**config.mk**
```make
export PLATFORM = sky130hd
export DESIGN_NAME = mvm_result_writer
export DESIGN_NICKNAME = d
export VERILOG_FILES = /design/src/rtl/mvm_result_writer.sv
export SDC_FILE = /design/constraint.sdc
export NUM_CORES = 1
export LEC_CHECK = 0
export CAP_MARGIN = 40
export CORE_MARGIN = 8
export CORE_UTILIZATION = 35
export DETAILED_ROUTE_END_ITERATION = 8
export DONT_BUFFER_PORTS = 1
export HOLD_SLACK_MARGIN = 0.05
export SLEW_MARGIN = 20
export SYNTH_ARGS = -nofsm -noshare
export SYNTH_HDL_FRONTEND = slang
export SYNTH_SLANG_ARGS = --single-unit
```
**constraint.sdc**
```tcl
create_clock -name clk -period 17.5 [get_ports clk]
set_clock_uncertainty 0.15 [all_clocks]
set_input_delay 3.5 -clock clk [delete_from_list [all_inputs] [get_ports clk]]
set_output_delay 3.5 -clock clk [all_outputs]
set_load 0.05 [all_outputs]
```
**src/rtl/mvm_result_writer.sv**
```systemverilog
// Captures NUM_MAC accumulator results on start and writes them out one word per accepted transfer.
// Latency: first write request 1 cycle after start; done pulses 1 cycle after the final acceptance.
// Backpressure: wr_waitrequest holds address/data/write stable. Optional checksum word via MVM_WB_CHECKSUM_EN.
module mvm_result_writer #(
    parameter int DATA_WIDTH = 8,
    parameter int NUM_MAC    = 8,
    parameter int ACC_WIDTH  = DATA_WIDTH * 3,
    parameter int WORD_WIDTH = 32,
    parameter int ADDR_WIDTH = 8
) (
    input  logic                           clk,
    input  logic                           rst,
    input  logic                           start,
    input  logic [NUM_MAC*ACC_WIDTH-1:0]   result_flat,
    input  logic [ADDR_WIDTH-1:0]          base_addr,
    output logic [ADDR_WIDTH-1:0]          wr_address,
    output logic                           wr_write,
    output logic [WORD_WIDTH-1:0]          wr_writedata,
    input  logic                           wr_waitrequest,
    output logic                           busy,
    output logic                           done
);

    localparam int IDX_W = (NUM_MAC > 1) ? $clog2(NUM_MAC) : 1;
    localparam logic [IDX_W-1:0] LAST_IDX = IDX_W'(NUM_MAC - 1);

`ifdef MVM_WB_CHECKSUM_EN
    typedef enum logic [1:0] {S_IDLE, S_WRITE, S_CHKSUM, S_DONE} state_t;
    logic [WORD_WIDTH-1:0] chk_sum;
`else
    typedef enum logic [1:0] {S_IDLE, S_WRITE, S_DONE} state_t;
`endif

    state_t               state;
    logic [IDX_W-1:0]     index;
    logic [ACC_WIDTH-1:0] shadow [NUM_MAC];
    logic                 accept;

    assign accept = wr_write && !wr_waitrequest;

    // Snapshot is only taken from IDLE, so a start mid-pass cannot disturb the words being drained.
    always_ff @(posedge clk) begin
        if (!rst && state == S_IDLE && start) begin
            for (int i = 0; i < NUM_MAC; i++) begin
                shadow[i] <= result_flat[i*ACC_WIDTH +: ACC_WIDTH];
            end
        end
    end

    // wr_address doubles as the latched base: it starts at base_addr and steps by one per acceptance.
    always_ff @(posedge clk) begin
        if (rst) begin
            state        <= S_IDLE;
            index        <= '0;
            wr_write     <= 1'b0;
            wr_address   <= '0;
            wr_writedata <= '0;
            busy         <= 1'b0;
            done         <= 1'b0;
`ifdef MVM_WB_CHECKSUM_EN
            chk_sum      <= '0;
`endif
        end else begin
            case (state)
                S_IDLE: begin
                    done <= 1'b0;
                    if (start) begin
                        state        <= S_WRITE;
                        index        <= '0;
                        busy         <= 1'b1;
                        wr_write     <= 1'b1;
                        wr_address   <= base_addr;
                        wr_writedata <= WORD_WIDTH'(result_flat[0 +: ACC_WIDTH]);
`ifdef MVM_WB_CHECKSUM_EN
                        chk_sum      <= '0;
`endif
                    end
                end
                S_WRITE: begin
                    if (accept) begin
`ifdef MVM_WB_CHECKSUM_EN
                        chk_sum <= chk_sum + wr_writedata;
`endif
                        if (index == LAST_IDX) begin
`ifdef MVM_WB_CHECKSUM_EN
                            state        <= S_CHKSUM;
                            wr_address   <= wr_address + ADDR_WIDTH'(1);
                            wr_writedata <= chk_sum + wr_writedata;
`else
                            state        <= S_DONE;
                            wr_write     <= 1'b0;
                            done         <= 1'b1;
`endif
                        end else begin
                            index        <= index + IDX_W'(1);
                            wr_address   <= wr_address + ADDR_WIDTH'(1);
                            wr_writedata <= WORD_WIDTH'(shadow[index + IDX_W'(1)]);
                        end
                    end
                end
`ifdef MVM_WB_CHECKSUM_EN
                S_CHKSUM: begin
                    if (accept) begin
                        state    <= S_DONE;
                        wr_write <= 1'b0;
                        done     <= 1'b1;
                    end
                end
`endif
                S_DONE: begin
                    state <= S_IDLE;
                    done  <= 1'b0;
                    busy  <= 1'b0;
                    index <= '0;
                end
                default: begin
                    state    <= S_IDLE;
                    wr_write <= 1'b0;
                    busy     <= 1'b0;
                    done     <= 1'b0;
                end
            endcase
        end
    end

endmodule

```
---- After elaboration in Yosys (flattened, before gate mapping) ----
Memory sizes are Yosys's and may differ from the RTL's.
Cells that the tools add are included.
word-level totals
  bits in registers ....................... 48
  bits in writable memories ............... 192
  bits of input ports ..................... 204
  output and inout port bits .............. 43
  word-level logic and storage cells ...... 57
  memories ................................ 1
operators by class
  add/sub/neg operators ................... 2
  eq/ne operators ......................... 7
  multiplexer cells ....................... 23
  bitwise operators ....................... 2
  reduce and logical (&&, ||, !) cells .... 15
memory list
  memory  words  bits a word  rd ports  clocked after Yosys merged registers in  wr ports  line  text
  shadow  8      24           1         0                                        8         36    logic [ACC_WIDTH-1:0] shadow [NUM_MAC];
operator list
  kind                                           number
  2-to-1 mux 32 bit                              3
  one-hot mux 32 bit (2 select lines)            1
  2-to-1 mux 8 bit                               3
  one-hot mux 8 bit (2 select lines)             1
  AND reduction 4 bit                            3
  2-to-1 mux 3 bit                               3
  one-hot mux 3 bit (3 select lines)             1
  adder 8 x 1 -> 8 bit, second input constant    1
  != test 2 bit, second input constant           4
  2-to-1 mux 2 bit                               3
  2-to-1 mux 1 bit                               5
  one-hot mux 2 bit (2 select lines)             1
  AND reduction 2 bit                            2
  adder 3 x 1 -> 3 bit, second input constant    1
  == test 3 bit, second input constant           1
  logical AND 1 bit                              3
  one-hot mux 1 bit (3 select lines)             1
  AND reduction 3 bit                            1
  nonzero test 3 bit                             1
  == test 2 x 1 -> 1 bit, second input constant  1
  == test 2 bit, second input constant           1
  logical NOT 1 bit                              2
  logical NOT 2 bit                              1
  inverter 1 bit                                 2
  other kinds (3)                                3

---- Longest topological paths before layout ----
  depth after elaboration ................. 5
  mapped depth ............................ 9
  depth with buffers taken out ............ 6

---- Least setup slack after synthesis ----
OpenSTA, ideal clock, no wires.
  path type ............................... in2reg
  start point ............................. input port start
  end point ............................... register state[0]
  library setup time ...................... 0.136 ns
  data arrival time ....................... 17.636 ns
  required time ........................... 17.214 ns
  slack ................................... -0.423 ns
  stages on the path ...................... 3
  path buffers ............................ 0
  cell sequence ........................... nand2b_1 nor3_1 or2_2
on the way
  word-level cells in the longest chain between the ends .. 2
ends and longest elaborated chain
  item                                  line  text
  start: declaration                    13    input logic start,
  != test 2 bit (no source line)        n/a
  AND reduction 3 bit (no source line)  n/a
  end signal: assignment                53    state <= S_IDLE;
  end signal: assignment                68    state <= S_WRITE;
  end signal: assignment                90    state <= S_DONE;
  end: declaration                      34    state_t state;
Every way passes these cells.
A chain may end at the register's enable or synchronous reset.

==> impl_metrics.yaml <==
run_status:
  status: "completed"
cts:
  htreeDepth: 1
  clk_path_buf_depth: 3
  clk_latency_ps: 530
  cts_root_buffer: "clkbuf_16"
  cts_made_buffers: 27
  postCtsResizedCells: 0
  post_cts.repair.setup_buffers: 0
  numClockSinks: 232
  clkTransAtPathRegs_ps: 50
  cts_tree: "done"
  hold_buffers: 0
route:
  num_vias: 5068
  wl_mm: 22.9
  avgRoutedWirePerCell_microns: 24.4
  drt_iter0_drc: 247
  firstDrtPassIters: 5
  ant_nets: 0
  avgViaCountPerCell: 5.39
  drc: 0
grt:
  grt_max_degree: 71
  grt_pass1_wl_mm: 32.9
  grt_remaining_overflow: 0
  antenna_found_initial: 5
  track_usage_pct: 13.7
  first_global_vias: 5226
yosys:
  synthTopCellsByArea: "edfxtp_1 (63%), dfxtp_1 (8.7%), mux2_2 (4.2%)"
  async_reset_ff_share_pct: 0
  yosysTopAreaCellShare_pct: 62.5
  synth.most_common_cell: "edfxtp_1"
  syn_inst: 578
  synth_flop_cell: "edfxtp_1"
  synth-edff-count: 192
  synth_cell_type_count: 54
  synth_seq_cells: 232
  synth_warnings: 0
  yosys.area.top_type: "edfxtp_1"
  synth_area_sq_um: 9220
  syn_area_per_cell_sq_um: 16.0
  synth_common_cells: "edfxtp_1 (192), nor2_1 (44), dfxtp_1 (40)"
  synth-seq-area-share_pct: 71.2
sta:
  rsz0062_at_grt: "no"
  finalHoldViolCount: 0
  fin_crit_ps: 5070
  setup_viol: 0
  fin_ws_ps: 12430
  timing.final.crit_share_pct: 29.0
  max_slew_margin_pct: 49.4
  tns_ps: 0
  fmax_ghz: 0.197
  hold_ws_ps: 401
  worst_pin_slew_ps: 759
  drv_slew: 0
place:
  numPortBuffers: 0
  place_congestion: 0.731
  pre_cts_slack_ps: 11880
  dp_hpwl_mm: 15.9
floorplan:
  initial_core_util_pct: 35.5
  die_x_microns: 178
  dieArea_sq_um: 31800
  rows: 59
  die_y_microns: 178
  core-area_sq_um: 26000
  io-pin-count: 247
critical_path:
  crit_path_max_incr_delay_ps: 480
  cpMostUsedCell: "buf_4"
  crit_start: "start"
  crit_fanout: 57
  critPathSlowestCell: "buf_4"
  worstSetupPathType: "in -> reg"
  crit_chain: "nand2b_1, nor3_4, buf_4, buf_4, buf_16"
  r2r-start: "wr_write"
  worstPathRequired_ps: 17550
  worst_setup_path_end_kind: "flop"
  cp_data_arrival_time_ps: 5120
  reg2reg_depth: 5
  start_kind: "input pin"
min_path:
  hold_path_class: "reg -> reg"
  worstHoldPathCells: 2
  hold_start: "index[1]"
final_layout:
  area_growth_pct: 13.4
  post-route-util_pct: 40.2
  final_nets: 788
  fill_cells: 2352
  layout-drive-gt1-share_pct: 19.0
power:
  ir_drop_uv: 106
  pwr_density_cell_nw_per_um2: 123
  p_leak_nw: 3.33
run:
  maxCapViolCount: 0
[final timing paths]
check,to,slack (ps)
worst max-delay path,shadow[4][17],12430
worst min-delay path,index[1],400
worst max register to register,wr_address[0],14600
worst min register to register,index[1],400
[per-layer routing]
layer / GRT usage (%) / up-vias / wire (microns)
li1: - / 2308 / -
met1: 15.3 / 2493 / 8300
met2: 23.9 / 224 / 11800
met3: 4.78 / 41 / 2120
met4: 4.93 / 2 / 661
met5: 0 / - / 14
[critical path: cells and delay by family]
family	cells	cell delay [ps]
and+or+nand+nor	2	350
buffers and inverters	3	1200
[cell type report]
type	instances	area (sq um)	area share [%]
Antenna cell	4	10.0	0.0957
Clock buffer	31	691	6.60
Clock inverter	18	135	1.29
Inverter	2	7.51	0.0718
Multi-Input combinational cell	304	2460	23.5
Sequential cell	232	6570	62.8
Tap cell	335	419	4.01
Timing Repair Buffer	14	165	1.58
[per-stage QoR]
stage	cell area, sq um	std cells	total power [mW]
finish	10500	940	1.29
global placement	9530	883	0.782
global route	10500	940	1.34
floorplan	9260	585	0.766
detailed placement	9590	886	0.789
CTS	10400	935	1.31
[where the power goes]
group          switching, mW  internal (mW)  total, mW
combinational         0.0578         0.0384     0.0962
sequential            0.0469          0.633      0.679
clock                  0.217          0.299      0.515
total                  0.321          0.970       1.29
[layout by cell type (no fill, tap or decap), types with 3 or more instances in the layout]
cell and n:
a211oi_1 4, a21o_1 12, a21oi_1 22, a221oi_1 11, a22oi_1 20, a311oi_1 20, buf_16 3, buf_4 11
clkbuf_1 4, clkbuf_16 27, clkinv_1 5, clkinv_2 4, clkinv_4 3, clkinvlp_4 3, conb_1 8, dfxtp_1 39
diode_2 4, edfxtp_1 192, mux2_2 34, mux2i_1 26, mux4_2 14, nand2_1 9, nand2b_1 4, nand3_1 9
nand4_1 3, nor2_1 44, nor3_1 7, o21ai_0 7, o22ai_1 7
[flip-flops by register name, summed over array words and instances (netlist names)]
register / flops
shadow: 192
done: 1
busy: 1
wr_write: 1
wr_address: 8
index: 3
wr_writedata: 24
state: 2
[kinds of logic (layout without fill, tap and decap cells)]
| family | count (synthesis) | count (layout) | synth area share (%) |
|---|---|---|---|
| AND/OR/NAND/NOR | 99 | 99 | 5.55 |
| AO/OA/AOI/OAI | 120 | 120 | 9.62 |
| multiplexers | 74 | 74 | 10.4 |
| flip-flops | 232 | 232 | 71.2 |
| adder cells (fa/ha/maj) | 3 | 3 | 0.407 |
| buffers and inverters | 49 | 65 | 2.81 |
| other | 1 | 12 | 0.0407 |
No activity file was read; power rests on OpenSTA's default activity.
